## config.mk

```make
export PLATFORM = sky130hd
export DESIGN_NAME = armleocpu_decode
export DESIGN_NICKNAME = d
export VERILOG_FILES = /design/src/rtl/armleocpu_decode.sv
export SDC_FILE = /design/constraint.sdc
export NUM_CORES = 1
export LEC_CHECK = 0
export CAP_MARGIN = 20
export CORE_ASPECT_RATIO = 1.25
export CORE_MARGIN = 4
export CORE_UTILIZATION = 29
export DETAILED_ROUTE_END_ITERATION = 8
export PLACE_DENSITY = 0.68
export SLEW_MARGIN = 20
export SYNTH_ARGS = -nofsm -noshare
export SYNTH_HDL_FRONTEND = slang
export SYNTH_SLANG_ARGS = --single-unit
```

## constraint.sdc

```tcl
create_clock -name clk -period 2.3 [get_ports clk]
set_clock_uncertainty 0.1 [all_clocks]
set_input_delay 0.46 -clock clk [delete_from_list [all_inputs] [get_ports clk]]
set_output_delay 0.46 -clock clk [all_outputs]
set_load 0.01 [all_outputs]
```

## src/rtl/armleocpu_decode.sv

```systemverilog
// rtl/armleocpu_decode.sv - decode stage: F2D pipeline register, D2E bus, D2F command path; opcode check under ARMLEOCPU_DECODE_OPCODE_CHECK_EN
`ifndef F2E_TYPE_WIDTH
`define F2E_TYPE_WIDTH 1
`endif
`ifndef ARMLEOCPU_D2F_CMD_WIDTH
`define ARMLEOCPU_D2F_CMD_WIDTH 2
`endif

module armleocpu_decode (
    input  logic                                clk,
    input  logic                                rst,
    input  logic                                f2d_valid,
    input  logic [`F2E_TYPE_WIDTH-1:0]          f2d_type,
    input  logic [31:0]                         f2d_instr,
    input  logic [31:0]                         f2d_pc,
    input  logic [3:0]                          f2d_resp,
    output logic                                d2f_ready,
    output logic [`ARMLEOCPU_D2F_CMD_WIDTH-1:0] d2f_cmd,
    output logic [31:0]                         d2f_branchtarget,
    input  logic                                e2d_ready,
    input  logic [`ARMLEOCPU_D2F_CMD_WIDTH-1:0] e2d_cmd,
    input  logic [31:0]                         e2d_branchtarget,
    output logic                                d2e_valid,
    output logic [`F2E_TYPE_WIDTH-1:0]          d2e_type,
    output logic [31:0]                         d2e_instr,
    output logic [31:0]                         d2e_pc,
    output logic [3:0]                          d2e_resp,
    output logic                                d2e_illegal,
    output logic [4:0]                          rs1_addr,
    output logic [4:0]                          rs2_addr,
    output logic                                dbg_pipeline_busy
);
    localparam logic [`ARMLEOCPU_D2F_CMD_WIDTH-1:0] CMD_NONE = '0;
    localparam logic [`F2E_TYPE_WIDTH-1:0] TYPE_INSTR = '0;
    localparam logic [`F2E_TYPE_WIDTH-1:0] TYPE_INTERRUPT_PENDING = `F2E_TYPE_WIDTH'(1);

    typedef enum logic {RUN = 1'b0, HOLD = 1'b1} state_t;
    state_t state, state_nxt;

    logic cmd_fwd, accept, serializing, is_instr, illegal;

    assign cmd_fwd  = e2d_ready && (e2d_cmd != CMD_NONE);
    assign accept   = f2d_valid && d2f_ready && !cmd_fwd;
    assign is_instr = (f2d_type == TYPE_INSTR) && (f2d_resp == 4'd0);
    assign serializing = (f2d_type == TYPE_INTERRUPT_PENDING) || (f2d_resp != 4'd0)
                      || (f2d_instr[6:0] == 7'b1110011) || (f2d_instr[6:0] == 7'b0001111);

`ifdef ARMLEOCPU_DECODE_OPCODE_CHECK_EN
    logic opcode_bad;
    always_comb begin
        opcode_bad = 1'b1;
        case (f2d_instr[6:0])
            7'b0110111, 7'b0010111, 7'b1101111, 7'b1100111, 7'b1100011,
            7'b0000011, 7'b0100011, 7'b0010011, 7'b0001111, 7'b1110011:
                opcode_bad = 1'b0;
            // No M extension: only ADD/SUB-class funct7 encodings exist for OP
            7'b0110011:
                opcode_bad = !((f2d_instr[31:25] == 7'b0000000) || (f2d_instr[31:25] == 7'b0100000));
            default:
                opcode_bad = 1'b1;
        endcase
    end
    assign illegal = is_instr && ((f2d_instr[1:0] != 2'b11) || opcode_bad);
`else
    assign illegal = is_instr && (f2d_instr[1:0] != 2'b11);
`endif

    always_ff @(posedge clk) begin
        if (rst)
            state <= RUN;
        else
            state <= state_nxt;
    end

    always_comb begin
        state_nxt = state;
        if (cmd_fwd)
            state_nxt = RUN;
        else if (state == RUN) begin
            if (accept && serializing)
                state_nxt = HOLD;
        end else if (e2d_ready)
            state_nxt = RUN;
    end

    // The D2F path is purely combinational so fetch sees commands in the same cycle
    always_comb begin
        d2f_ready        = 1'b0;
        d2f_cmd          = CMD_NONE;
        d2f_branchtarget = e2d_branchtarget;
        if (!rst) begin
            if (cmd_fwd) begin
                d2f_ready = 1'b1;
                d2f_cmd   = e2d_cmd;
            end else if (state == RUN)
                d2f_ready = !d2e_valid || e2d_ready;
        end
    end

    always_ff @(posedge clk) begin
        if (rst) begin
            d2e_valid   <= 1'b0;
            d2e_type    <= '0;
            d2e_instr   <= '0;
            d2e_pc      <= '0;
            d2e_resp    <= '0;
            d2e_illegal <= 1'b0;
        end else if (cmd_fwd) begin
            d2e_valid <= 1'b0;
        end else if (accept) begin
            d2e_valid   <= 1'b1;
            d2e_type    <= f2d_type;
            d2e_instr   <= f2d_instr;
            d2e_pc      <= f2d_pc;
            d2e_resp    <= f2d_resp;
            d2e_illegal <= illegal;
        end else if (e2d_ready) begin
            d2e_valid <= 1'b0;
        end
    end

    // While stalled, keep the regfile addressing the held entry so read data stays aligned
    assign rs1_addr = (d2f_ready && f2d_valid) ? f2d_instr[19:15] : d2e_instr[19:15];
    assign rs2_addr = (d2f_ready && f2d_valid) ? f2d_instr[24:20] : d2e_instr[24:20];

    assign dbg_pipeline_busy = d2e_valid || (state != RUN);
endmodule

```

# [Word-level counts from Yosys, hierarchy flattened]
# Index checks and enable logic that the tools add are counted.
[totals] ff_bits=72 out_inout_bits=117
[classes] n_mux=12 n_bitwise=2 n_reduce_logical=19 n_eq_ne=3
[op_table] op="5-bit two-way mux" n=2
[op_table] op="1-bit two-way mux" n=8
[op_table] op="7-bit by 4-bit == test with 1-bit output, second input constant" n=1
[op_table] op="7-bit == test, second input constant" n=1
[op_table] op="1-bit logical AND" n=6
[op_table] op="1-bit logical OR" n=5
[op_table] op="4-bit zero test" n=1
[op_table] op="2-bit two-way mux" n=2
[op_table] op="2-bit nonzero test" n=2
[op_table] op="4-bit nonzero test" n=1
[op_table] op="1-bit zero test" n=2
[op_table] op="2-bit != test, second input constant" n=1
[op_table] op="1-bit inverter" n=2
[op_table] op="2-bit AND reduction" n=1
[op_table] op="2-bit OR reduction" n=1

# [Logic depth before layout (Yosys ltp)]
[depth] ltp_word=10 ltp_mapped=6 ltp_nobuf=4

# [Worst setup path before layout]
# Ideal clock, no wire load.
[synth_timing] path_type="input to output" start="input e2d_cmd[0]" end="output rs1_addr[0]" path_stages=5 path_slack_ns=0.214 arrival_time_ns=1.526 path_buffers=1 path_cell_list="or3b_1 > a21boi_2 > nor3b_2 > buf_6 > mux2_4"
[synth_via] elab_chain_len=6
[synth_lines] item="from (decl)" line_no="21" text="input logic [`ARMLEOCPU_D2F_CMD_WIDTH-1:0] e2d_cmd,"
[synth_lines] item="2-bit nonzero test" line_no="42" text="assign cmd_fwd = e2d_ready && (e2d_cmd != CMD_NONE);"
[synth_lines] item="1-bit logical AND" line_no="42"
[synth_lines] item="1-bit two-way mux" line_no="92" text="if (cmd_fwd) begin"
[synth_lines] item="1-bit two-way mux" line_no="91" text="if (!rst) begin"
[synth_lines] item="1-bit logical AND" line_no="123" text="assign rs1_addr = (d2f_ready && f2d_valid) ? f2d_instr[19:15] : d2e_instr[19:15];"
[synth_lines] item="5-bit two-way mux" line_no="123"
[synth_lines] item="to (decl)" line_no="29" text="output logic [4:0] rs1_addr,"
# Every way passes these cells.

# [Final worst setup path]
[layout_timing] start="register state" end="output rs2_addr[3]"
[layout_via] elab_chain_len=5
[layout_lines] item="from (decl)" line_no="38" text="state_t state, state_nxt;"
[layout_lines] item="from (signal assigned)" line_no="72" text="state <= state_nxt;"
[layout_lines] item="1-bit two-way mux" line_no="95" text="end else if (state == RUN)"
[layout_lines] item="1-bit two-way mux" line_no="92"
[layout_lines] item="1-bit two-way mux" line_no="91"
[layout_lines] item="1-bit logical AND" line_no="124" text="assign rs2_addr = (d2f_ready && f2d_valid) ? f2d_instr[24:20] : d2e_instr[24:20];"
[layout_lines] item="5-bit two-way mux" line_no="124"
[layout_lines] item="to (decl)" line_no="30" text="output logic [4:0] rs2_addr,"
# Every way passes these cells.

==> run metrics <==
outcome complete, but fails checks; failing checks setup timing; slew margin rel. 0.687; clock power share 0.423; Ys Warns 0; root buf cell clkbuf_16; crit path capture type output port; hold-critical path depth 2; setup ws final -0.246 ns; worst r2r src state; largest net degree at the start of global routing 78; pre-CTS setup slack -1.18 ns; sequential share of power 0.415; DIE WIDTH about 99 um; crit-path max FO 10; Max Slew Vio Count 0; first-pass GRT wire length around 14000 um; Comb pwr share 0.162; clk buf depth 2; fin util 0.486; Min-Delay Path Class reg2reg; Max Cap Violations 0; met3 Usage GRT 0.0584; CTS sink cnt 72; IO Port Bufs 159; most used routing layer met2; Seq/Total Area, Yosys 0.479; final critical-path required period 2.55 ns; Antenna diodes 0; RSZ-0062 raised after global routing true; CTS Buf Count 9; Max rail drop VDD about 470 uV; final setup vio count 10; layout cells sized above 1 0.116; H-tree depth 3; Rows 41; Die Ht 122 um; switching power roughly 0.7 mW; met1 global-route usage 0.146; final wirelength 9110 um; WP data required roughly 1.7 ns; Post-DP Area 0.00455 mm^2; GRT Util Overall 0.144; static leakage 1.79 nW; Starting DRT DRC Count 142; Hold Fails Final Rpt 0; later-pin clock latency in the skew report 0.32 ns; DR WL/cell around 14 um; Routed Antenna Nets 0; M2 GR Usage 0.249; 1st-pass router iterations 4; measured slew at the worst slew-check pin 0.470 ns; Worst Hold Path EP d2e_pc[9]; PwrDens 649 mW/mm^2; antenna violations before repair 0; grt ovf 0; Syn-to-layout area delta 63.3%; Startpoint Class flop; Mapped Cells 375; synthesized area approximately 0.003 mm^2; syn nets 482; Core ar. 0.0101 mm^2; die area approximately 0.012 mm^2; Fmax 393 MHz; flop2flop setup slack between 0.5 and 0.6 ns; period utilisation layout 1.11; via count 2929; DRC viols 0; synthesized area per cell between 8 and 9 um^2; Crit Path Class reg2out; Clock transition at path regs approximately 0.06 ns; IO Pins about 220; via-per-instance ratio 4.58; Initial Utilization 0.298; switching share of power 0.226; CTS tree done; RePlAce Congestion 0.791; vias in the first global route 2762; r2r endpoint d2e_pc[31]; hold wc startpoint d2e_pc[9]; Crit path arrival time 1.99 ns; Finished Cell Area 0.00491 mm^2; NumNets Final 613; number of synthesized register bits 72; DP Wirelength 6750 um; number of distinct library cells after synthesis 30; internal power 2.47 mW; cells on worst reg2reg path 7
## critical path, stage by stage, from the launching register on
cell      delay [ns]
dfxtp_2         0.33
buf_6           0.09
or3b_4          0.38
a21boi_4        0.21
nor3b_4         0.07
buf_12          0.15
mux2_4          0.30
buf_6           0.12
## sequential cells by signal, indices dropped and copies added (netlist names)
register	flops
d2e_illegal	1
d2e_instr	32
d2e_pc	32
d2e_resp	4
d2e_type	1
d2e_valid	1
state	1
## logic make-up after synthesis
family | Yosys count | synth area share
compound gates | 77 | 0.134
buf+inv | 56 | 0.116
flops | 72 | 0.479
mux | 10 | 0.0499
simple gates | 160 | 0.221
## worst max-delay path by stage
stage / start / endpoint / depth (start not counted)
2_1_floorplan: e2d_cmd[0] / rs1_addr[0] / 5
3_3_place_gp: e2d_cmd[1] / rs2_addr[4] / 6
3_5_place_dp: e2d_cmd[1] / rs1_addr[2] / 6
4_1_cts: state / rs1_addr[2] / 7
5_1_grt: state / rs1_addr[2] / 7
6_report: state / rs2_addr[3] / 7
## per-layer routing
metal  vias up  part of all wire
met5         -                 0
met4         0             0.042
met3        34             0.087
met2       101              0.51
met1      1345              0.36
li1       1449                 -
## timing repair
action                                  in CTS  in global routing
resized for setup                           63                  4
hold buffers                                 0                  0
buffers inserted                             2                  4
endpoints found under the setup margin      13                 11
pin swaps                                    3                  2
gates cloned                                 0                  0
## final cells by class
class                   count  area [um^2]
well taps                 129          161
fillers                   969         5190
flip-flops and latches     72         1440
clock inverters             3         42.5
repair buffers            176         1780
multi-input cells         247         1240
clock buffers              12          246
## power groups by stage
| stage | logic (mW) | registers [mW] | clock network, mW |
|---|---|---|---|
| 5_1_grt | 0.555 | 1.33 | 1.44 |
| 6_report | 0.516 | 1.32 | 1.35 |
| 3_3_place_gp | 0.498 | 1.35 | 0 |
| 4_1_cts | 0.517 | 1.32 | 1.39 |
| 2_1_floorplan | 0.217 | 1.37 | 0 |
| 3_5_place_dp | 0.505 | 1.35 | 0 |
## cell usage after synthesis, drive strengths merged
library cell | number | area share
dfxtp | 72 | 0.48
nor4b | 1 | 0.0029
nor2 | 2 | 0.0025
nor3b | 1 | 0.0042
o21bai | 1 | 0.0025
and3b | 2 | 0.0058
nand3 | 1 | 0.0017
or4 | 1 | 0.0025
a211oi | 1 | 0.0025
and2b | 1 | 0.0025
o21ai | 1 | 0.0017
nand2 | 142 | 0.18
or3b | 1 | 0.0029
nor3 | 1 | 0.0017
nand4b | 2 | 0.0058
nor4 | 1 | 0.0021
clkbuf | 14 | 0.017
o31a | 1 | 0.0029
o32ai | 1 | 0.0029
a21oi | 71 | 0.12
buf | 42 | 0.098
and4b | 1 | 0.0033
or2 | 1 | 0.0021
a21boi | 1 | 0.0037
nand2b | 1 | 0.0021
mux2 | 10 | 0.050
or3 | 1 | 0.0021
## placed cells by master, fill, tap and decap left out, types with 4 or more instances in the layout
cell / synthesis / layout
buf_6: 1 / 12
dfxtp_1: 72 / 71
buf_4: 32 / 10
mux2_4: 10 / 10
buf_12: 0 / 4
nand2_1: 142 / 142
clkbuf_16: 0 / 9
clkdlybuf4s50_1: 0 / 143
a21oi_1: 71 / 71
dlygate4sd2_1: 0 / 4
## stage by stage
stage,power (mW),hold WS [ns],instances,setup TNS (ns)
floorplan,1.59,0.376,375,0
global placement,1.85,0.340,620,-12.01
detailed placement,1.86,0.346,620,-12.56
CTS,3.23,0.353,637,-2.48
global route,3.33,0.373,639,-3.03
finish,3.19,0.352,639,-2.40
(Power assumes the default switching activity.)
